`config.mk`:
```
export PLATFORM = sky130hd
export DESIGN_NAME = blink_led
export DESIGN_NICKNAME = d
export VERILOG_FILES = /design/src/rtl/blink_led_pkg.sv /design/src/rtl/blink_phase_counter.sv /design/src/rtl/blink_led.sv
export SDC_FILE = /design/constraint.sdc
export NUM_CORES = 1
export LEC_CHECK = 0
export BUFFER_PORTS_ARGS = -buffer_cell sky130_fd_sc_hd__clkbuf_2
export CELL_PAD_IN_SITES_DETAIL_PLACEMENT = 1
export CELL_PAD_IN_SITES_GLOBAL_PLACEMENT = 1
export CORE_AREA = 2 2 39 41
export CTS_CLUSTER_DIAMETER = 50
export CTS_CLUSTER_SIZE = 25
export DETAILED_ROUTE_END_ITERATION = 6
export DIE_AREA = 0 0 41 43
export GPL_TIMING_DRIVEN = 0
export HOLD_SLACK_MARGIN = 0.12
export PLACE_DENSITY = 0.55
export REMOVE_ABC_BUFFERS = 1
export SLEW_MARGIN = 25
export SYNTH_ARGS = -nofsm -noshare
export SYNTH_HDL_FRONTEND = slang
export SYNTH_SLANG_ARGS = --single-unit
```
`constraint.sdc`:
```
create_clock -name clk -period 3.69 [get_ports clk]
set_clock_uncertainty 0.05 [all_clocks]
set_input_delay 0.1845 -clock clk [delete_from_list [all_inputs] [get_ports clk]]
set_output_delay 0.1845 -clock clk [all_outputs]
set_load 0.01 [all_outputs]
```
`src/rtl/blink_led_pkg.sv`:
```
// Shared definitions for the LED blinker: default phase lengths, phase
// encoding and the counter-width helper used by the top and its counter.
package blink_led_pkg;

    localparam int DEF_ON_CYCLES  = 50;
    localparam int DEF_OFF_CYCLES = 50;

    typedef enum logic {
        PH_OFF = 1'b0,
        PH_ON  = 1'b1
    } phase_t;

    // Wide enough to hold the larger terminal count (max-1), never below 1 bit.
    function automatic int cnt_width(input int on_cycles, input int off_cycles);
        int longest;
        longest = (on_cycles > off_cycles) ? on_cycles : off_cycles;
        return (longest < 1) ? 1 : $clog2(longest + 1);
    endfunction

endpackage

```
`src/rtl/blink_phase_counter.sv`:
```
// Phase-length counter: counts up from zero, flags the terminal count against
// a limit chosen at run time, and returns to zero on terminal count or srst.
module blink_phase_counter
    import blink_led_pkg::*;
#(
    parameter int CNT_W = 6
) (
    input  logic             clk,
    input  logic             srst,
    input  logic [CNT_W-1:0] last_val,
    output logic             tc
);

    // Power-up value matches the reset value so the blinker starts defined.
    logic [CNT_W-1:0] cnt_reg = '0;
    logic [CNT_W-1:0] cnt_next;

    assign tc = (cnt_reg == last_val);

    always_comb begin
        cnt_next = cnt_reg + CNT_W'(1);
        if (tc) begin
            cnt_next = '0;
        end
    end

    always_ff @(posedge clk) begin
        if (srst) begin
            cnt_reg <= '0;
        end else begin
            cnt_reg <= cnt_next;
        end
    end

endmodule

```
`src/rtl/blink_led.sv`:
```
// Free-running LED blinker: OFF for OFF_CYCLES, ON for ON_CYCLES, repeating.
// The phase and LED drive are registered here; the cycle count lives in the counter.
module blink_led
    import blink_led_pkg::*;
#(
    parameter int OFF_CYCLES = DEF_OFF_CYCLES,
    parameter int ON_CYCLES  = DEF_ON_CYCLES,
    parameter bit ACTIVE_LOW = 1'b0
) (
    input  logic clk,
    input  logic reset,
    output logic led_out
);

    localparam int CNT_W = cnt_width(ON_CYCLES, OFF_CYCLES);
    localparam logic [CNT_W-1:0] ON_LAST  = CNT_W'(ON_CYCLES - 1);
    localparam logic [CNT_W-1:0] OFF_LAST = CNT_W'(OFF_CYCLES - 1);

    generate
        if (ON_CYCLES < 1 || OFF_CYCLES < 1) begin : g_bad_params
            $fatal(1, "blink_led: ON_CYCLES and OFF_CYCLES must both be >= 1");
        end
    endgenerate

    phase_t           phase_reg = PH_OFF;
    phase_t           phase_next;
    logic             led_reg   = ACTIVE_LOW;
    logic             led_next;
    logic [CNT_W-1:0] last_val;
    logic             tc;

    // Terminal count always compares against the limit of the current phase.
    assign last_val = (phase_reg == PH_ON) ? ON_LAST : OFF_LAST;

    blink_phase_counter #(
        .CNT_W (CNT_W)
    ) u_counter (
        .clk      (clk),
        .srst     (reset),
        .last_val (last_val),
        .tc       (tc)
    );

    always_comb begin
        phase_next = phase_reg;
        led_next   = led_reg;
        if (tc) begin
            phase_next = (phase_reg == PH_ON) ? PH_OFF : PH_ON;
            led_next   = (phase_next == PH_ON) ^ ACTIVE_LOW;
        end
    end

    always_ff @(posedge clk) begin
        if (reset) begin
            phase_reg <= PH_OFF;
            led_reg   <= ACTIVE_LOW;
        end else begin
            phase_reg <= phase_next;
            led_reg   <= led_next;
        end
    end

    assign led_out = led_reg;

endmodule

```
* Word level (Yosys, flattened, before mapping)
Cells that the tools add are included.
** Storage, ports and cells
- Bits in registers :: 7
- Bits in latches :: 0
- Memory bits (writable) :: 0
- ROM bits :: 0
- Output and inout bits :: 1
- Word-level logic and storage cells :: 6
- Memories :: 0
** Cells by class
- $add $sub $neg :: 1
- Multiply operators :: 0
- Divide/modulo/power cells :: 0
- Order comparisons :: 0
- Equal/unequal tests :: 1
- Shift-type cells :: 0
- Muxes and demuxes :: 1
- Bitwise logic cells :: 0
- Reductions and logical operators :: 1
** Operators with widths (number)
- adder 6 x 1 -> 6 bit, second input constant :: 1
- == test 6 bit, second input constant :: 1
- OR reduction 2 bit :: 1
- 2-to-1 mux 1 bit :: 1

* Longest topological paths before layout
Gate-level depths: netlist (run 1).
- Depth in word-level cells :: 2
- Mapped depth :: 5
- Gate-level depth less buffers :: 5

* Modules after synthesis
From an unflattened synthesis (run 1), not the netlist that was laid out.
** Unflattened totals
- Cells, all modules :: 38
- Area total of the unflattened synthesis :: 375.4 µm²
** By module, submodules not included
- blink_phase_counter :: times used 1, cells an instance 33, area an instance 335.3 µm², sequential area each 120.1 µm²
- blink_led :: times used 1, cells an instance 5, area an instance 40.0 µm², sequential area each 20.0 µm²

* Worst setup path before layout (run 1)
No wires, ideal clock.
- Path type :: register to register
- From :: register u_counter.cnt_reg[0]
- To :: register u_counter.cnt_reg[2]
- Setup time :: 0.131 ns
- Data arrival time :: 1.049 ns
- Setup slack :: 2.460 ns
- Stages on the path, launching flop included :: 5
- Path buffers :: 0
- Path through :: dfxtp_1 -> ha_1 -> nand4b_4 -> o21bai_1 -> nor2_1
** Between the ends
- Longest elaborated chain between the ends :: 2
- Elaborated cells between the ends (all ways) :: 3
- Classes of those cells :: add/sub (1); eq/ne (1); reduce/logical (1)
** Ends and longest elaborated chain
- from (decl) :: line blink_phase_counter.sv:15 : logic [CNT_W-1:0] cnt_reg = '0;
- from (signal assigned) :: line blink_phase_counter.sv:31 : cnt_reg <= cnt_next;
- branches (longest 2 deep; another with adder 6 x 1 -> 6 bit)
Parallel ways; which one is timed is not known.
A chain may end at the register's enable or synchronous reset.

* Final worst setup path (run 1)
- From :: register u_counter.cnt_reg[0]
- To :: register u_counter.cnt_reg[3]
The elaborated chain is that of the path after synthesis.

==> results.json, run 1 <==
{
  "timing.hold.ws_ns": 0.431,
  "power_per_cell_area_nw_per_um2": 441,
  "highest_layer": "met3",
  "cts-root-buf": "clkbuf_4",
  "period_needed_ns": 1.44,
  "die_w_um": 41,
  "layout_commonest_cell": "dfxtp_1",
  "finalPower_w": 0.000162,
  "cts_resized": 0,
  "grt_use_total": 0.0927,
  "die_area_um2": 1760,
  "synth_area_um2": 300,
  "rows": 14,
  "post_dp_cell_area_um2": 330,
  "critPathKind": "flip-flop to flip-flop",
  "design_area_um2": 367,
  "via_count": 228,
  "cts_made_buffers": 3,
  "min_delay_path_depth": 1,
  "ios": 3,
  "drt_iter0_markers": 0,
  "final_util": 0.265,
  "clock.fmax_mhz": 695,
  "die-height_um": 43,
  "vias_per_cell": 4.38,
  "ir_drop_uv": 141,
  "status": "finished clean",
  "final_max_slew_viol_count": 0,
  "h-tree-depth": 1,
  "grt-ovfl-total": 0,
  "wire_per_inst_um": 10.8,
  "required_ns": 3.76,
  "endpoint_kind": "flip-flop",
  "ant_nets": 0,
  "first_pass_iters": 1,
  "drt_wl_total_um": 564,
  "critical_path_arrival_ns": 1.51,
  "wl_met2_um": 318,
  "r2r.worst_path.cells": 4,
  "synth_seq_cells": 7,
  "antenna_found_initial": 0,
  "place.gp.congestion": 0.606,
  "final-setup-viol-count": 0,
  "area_delta_synth_final_pct": 22.1,
  "final-hold-violation-count": 0,
  "ff2ff_setup_slack_ns": 2.25,
  "grt_max_degree": 7,
  "hp-start": "u_counter.cnt_reg[0]",
  "seq_area_frac_synth": 0.467,
  "nets": 41,
  "maxCapViolCount": 0,
  "largest_reg_flops": 6,
  "reg2reg_to": "u_counter.cnt_reg[3]",
  "drc": 0,
  "min-delay-path-class": "flip-flop to flip-flop",
  "avgSynthCellArea_um2": 10.4,
  "drive_gt1_frac": 0.222,
  "power_leakage_nw": 0.174,
  "maxSlewHeadroom": 0.657,
  "yosys.cell_types.count": 15,
  "diodes": 0,
  "rsz0062_at_grt": "false",
  "path_clk_slew_ns": 0.06,
  "final_cell_mix": "dfxtp_1 (7), nor2_1 (5), clkbuf_4 (3)",
  "met1Wirelength_um": 201,
  "cts_tree": "yes",
  "grt_pass1_vias": 247,
  "r2r_start": "u_counter.cnt_reg[0]",
  "cp_max_fo": 6,
  "clock-sinks": 7,
  "port_buffers": 2,
  "wl_met3_um": 44,
  "worst_pin_slew_ns": 0.513,
  "fp.coreArea_um2": 1380,
  "syn_inst": 29,
  "yosysWarnings": 0,
  "post-route-period-util": 0.390,
  "grt_pass1_wl_um": 1030,
  "whs_endpoint": "u_counter.cnt_reg[0]",
  "timing.setup.tns_ns": 0,
  "crit_path_start_kind": "flip-flop",
  "clock_path_buffers": 2,
  "initial_core_util": 0.217,
  "clk_latency_ns": 0.25
}
## per-stage QoR
stage / setup WS, ns / cells
after detailed placement: 2.20 / 47
after floorplan: 2.46 / 29
after CTS: 2.20 / 52
after global placement: 2.32 / 47
after global routing: 2.09 / 52
final: 2.25 / 52
## cell usage after synthesis (all sizes together)
library cell  instances  area, um^2
dfxtp                 7         140
nor2                  5        18.8
a21oi                 2        13.8
ha                    2        25.0
nand3                 2        15.0
o21ai                 2        10.0
or3                   2        12.5
xor2                  2        17.5
inv                   1        3.75
nand2                 1        3.75
nand4b                1        23.8
o21bai                1        7.51
xnor2                 1        8.76
## cell type report
type                       count  area [um^2]
inverter                       1         3.75
clock buffer                   4         26.3
tap                           16         20.0
timing repair buffer           3         20.0
fill                         163         1020
sequential                     7          140
multi-input combinational     21          156
## cells by family (layout without fill, tap and decap cells)
group | count (synthesis) | in the layout | synth area share
AO/OA/AOI/OAI | 5 | 5 | 0.104
XOR/XNOR | 3 | 3 | 0.0875
adder cells (fa/ha/maj) | 2 | 2 | 0.0833
buffers and inverters | 1 | 8 | 0.0125
flip-flops | 7 | 7 | 0.467
AND/OR/NAND/NOR | 11 | 11 | 0.246
## repair_timing
item                       in CTS  in global routing
hold buffers                    1                  0
setup endpoints to repair       0                  0
setup buffers                   0                  0
hold endpoints to repair        1                  0
## critical path, stage by stage, from the launching register on
cell      delay, ns
dfxtp_1        0.39
ha_1           0.22
nand4b_4       0.11
o21bai_1       0.43
nor2_1         0.11
## report_power, final
part	internal, W	switching [W]
sequential	0.0000785	0.00000319
combinational	0.00000501	0.00000469
clock	0.0000413	0.0000288
total	0.000125	0.0000367
## how the worst max path moves through the flow
stage                               startpoint                   end  depth (start not counted)
after floorplan           u_counter.cnt_reg[0]  u_counter.cnt_reg[2]                          4
after CTS                 u_counter.cnt_reg[0]  u_counter.cnt_reg[3]                          4
after global placement    u_counter.cnt_reg[0]  u_counter.cnt_reg[2]                          4
after global routing      u_counter.cnt_reg[0]  u_counter.cnt_reg[3]                          4
final                     u_counter.cnt_reg[0]  u_counter.cnt_reg[3]                          4
after detailed placement  u_counter.cnt_reg[0]  u_counter.cnt_reg[3]                          4
## metal layers
metal	vias up	track usage
met3	0	0.0785
li1	112	-
met5	-	0
met2	5	0.138
met4	0	0.0200
met1	111	0.0977
Power figures use the tool's default switching activity.
==> run 2, diff against run 1 <==
--- a/config.mk
+++ b/config.mk
@@ -15,7 +15,7 @@
 export DIE_AREA = 0 0 41 43
 export GPL_TIMING_DRIVEN = 0
 export HOLD_SLACK_MARGIN = 0.12
-export PLACE_DENSITY = 0.55
+export PLACE_DENSITY = 0.57
 export REMOVE_ABC_BUFFERS = 1
 export SLEW_MARGIN = 25
 export SYNTH_ARGS = -nofsm -noshare
==> constraint.sdc (replaced) <==
create_clock -name clk -period 1.15 [get_ports clk]
set_clock_uncertainty 0.05 [all_clocks]
set_input_delay 0.0575 -clock clk [delete_from_list [all_inputs] [get_ports clk]]
set_output_delay 0.0575 -clock clk [all_outputs]
set_load 0.01 [all_outputs]
==> run 2 against run 1 <==
Effect of this change: the flow now finishes with violations (setup timing); first-iteration DRC count is the same; hold slack gained 0.045 ns; utilization grew 3.5 points; fmax grew 21%; critical path type unchanged; clock-buffer cell count is the same; non-clock buffer count grew 2.
==> results.json, run 2 (synthesis results as in run 1) <==
{
  "clock-sinks": 7,
  "rows": 14,
  "cts-root-buf": "clkbuf_4",
  "antenna_found_initial": 0,
  "power_leakage_nw": 0.191,
  "area_delta_synth_final_pct": 38.3,
  "required_ns": 1.22,
  "cts_tree": "yes",
  "min-delay-path-class": "primary input to flip-flop",
  "h-tree-depth": 1,
  "ir_drop_uv": 598,
  "crit_path_start_kind": "flip-flop",
  "layout_commonest_cell": "nor2_1",
  "via_count": 228,
  "status": "complete, but fails checks",
  "initial_core_util": 0.217,
  "diodes": 0,
  "slowest_delay_ns": 0.35,
  "violations": "setup timing",
  "die_w_um": 41,
  "critPathKind": "flip-flop to flip-flop",
  "final_critical_path_setup_slack_ns": -0.0405,
  "dp_hpwl_um": 452,
  "clock.fmax_mhz": 840,
  "clock_path_buffers": 2,
  "reg2reg_to": "u_counter.cnt_reg[4]",
  "place.gp.congestion": 0.611,
  "ff2ff_setup_slack_ns": -0.04,
  "ant_nets": 0,
  "clk_latency_ns": 0.24,
  "final_util": 0.300,
  "hp-start": "reset",
  "drt_wl_total_um": 680,
  "fp.coreArea_um2": 1380,
  "power_per_cell_area_nw_per_um2": 1290,
  "drt_iter0_markers": 0,
  "nets": 43,
  "maxSlewHeadroom": 0.802,
  "p_sw_frac": 0.223,
  "drc": 0,
  "die_area_um2": 1760,
  "vias_per_cell": 4.22,
  "wire_per_inst_um": 12.6,
  "p_int_w": 0.000415,
  "period_needed_ns": 1.19,
  "worst_path_max_delay_cell": "dfxtp_4",
  "critical_path_arrival_ns": 1.26,
  "final_cell_mix": "nor2_1 (5), dfxtp_1 (4), clkbuf_4 (3)",
  "port_buffers": 2,
  "min_delay_path_depth": 3,
  "cts_made_buffers": 3,
  "cp_max_fo": 3,
  "p_comb_frac": 0.102,
  "power_frac_seq": 0.491,
  "largest_reg_flops": 6,
  "dpl.cell_count": 47,
  "final-hold-violation-count": 0,
  "die-height_um": 43,
  "post-route-period-util": 1.04,
  "r2r.worst_path.cells": 5,
  "final-setup-viol-count": 4,
  "cp_cell_sequence": "buf_4 > ha_2 > nand3_1 > xor2_1 > nor2_1",
  "grt_pass1_wl_um": 1240,
  "ios": 3,
  "first_pass_iters": 1,
  "final_max_slew_viol_count": 0,
  "drive_gt1_frac": 0.500,
  "endpoint_kind": "flip-flop",
  "grt-ovfl-total": 0,
  "whs_endpoint": "phase_reg",
  "r2r_start": "u_counter.cnt_reg[0]",
  "startpoint": "u_counter.cnt_reg[0]",
  "path_clk_slew_ns": 0.05,
  "instances_no_fill": 54,
  "fill_cells": 159,
  "grt_use_total": 0.114,
  "finalPower_w": 0.000534,
  "rsz0062_at_grt": "true",
  "worst_pin_slew_ns": 0.297,
  "p_clk_frac": 0.407,
  "grt_pass1_vias": 274,
  "power_switching_w": 0.000119,
  "grt_max_degree": 7,
  "maxCapViolCount": 0
}
## run 2: worst max-delay path: cells and delay by family, from the launching register on
| kind | cells | cell delay, ns |
|---|---|---|
| adder cells (fa/ha/maj) | 1 | 0.19 |
| AND/OR/NAND/NOR | 2 | 0.16 |
| flip-flops | 1 | 0.35 |
| buffers and inverters | 1 | 0.14 |
| XOR/XNOR | 1 | 0.17 |
## run 2: worst max path at each step
stage | slack, ns | depth (start not counted) | to
after floorplan | -0.08 | 4 | u_counter.cnt_reg[2]
final | -0.04 | 5 | u_counter.cnt_reg[4]
after CTS | -0.08 | 5 | phase_reg
after global placement | -0.21 | 4 | u_counter.cnt_reg[4]
after global routing | -0.09 | 5 | u_counter.cnt_reg[3]
after detailed placement | -0.29 | 4 | u_counter.cnt_reg[3]
## run 2: routing by layer
layer / vias to the layer above / wire, um / global-route usage
met5: - / 0 / 0
met3: 2 / 13 / 0.0471
li1: 116 / - / -
met1: 109 / 252 / 0.107
met4: 0 / 17 / 0.0800
met2: 1 / 397 / 0.184
## run 2: area by class of cell
class | count | area, um^2 | area share
Sequential cell | 7 | 146 | 0.352
Timing Repair Buffer | 5 | 35.0 | 0.0843
Multi-Input combinational cell | 21 | 184 | 0.443
Inverter | 1 | 3.75 | 0.00904
Clock buffer | 4 | 26.3 | 0.0633
Tap cell | 16 | 20.0 | 0.0482
## run 2: per-stage QoR
step                hold WS, ns  area [um^2]  worst slack [ns]  setup TNS (ns)
detailed placement        0.182          330            -0.291           -1.77
global route              0.482          415           -0.0910          -0.567
global placement          0.178          330            -0.211           -1.25
floorplan                0.0766          300           -0.0798          -0.442
CTS                       0.458          400           -0.0847          -0.197
finish                    0.476          415           -0.0405         -0.0938
## run 2: power groups by stage
stage | clock [W] | combinational [W] | sequential [W]
2_1_floorplan | 0 | 0.0000216 | 0.000265
3_3_place_gp | 0 | 0.0000257 | 0.000266
3_5_place_dp | 0 | 0.0000289 | 0.000267
4_1_cts | 0.000228 | 0.0000515 | 0.000262
5_1_grt | 0.000247 | 0.0000612 | 0.000263
6_report | 0.000217 | 0.0000547 | 0.000262
## run 2: timing repair
| item | CTS | global route |
|---|---|---|
| hold buffers | 1 | 0 |
| hold endpoints to repair | 4 | 0 |
| pin swaps | 3 | 1 |
| buffers inserted | 2 | 0 |
| endpoints found under the setup margin | 7 | 7 |
| resized for setup | 6 | 5 |
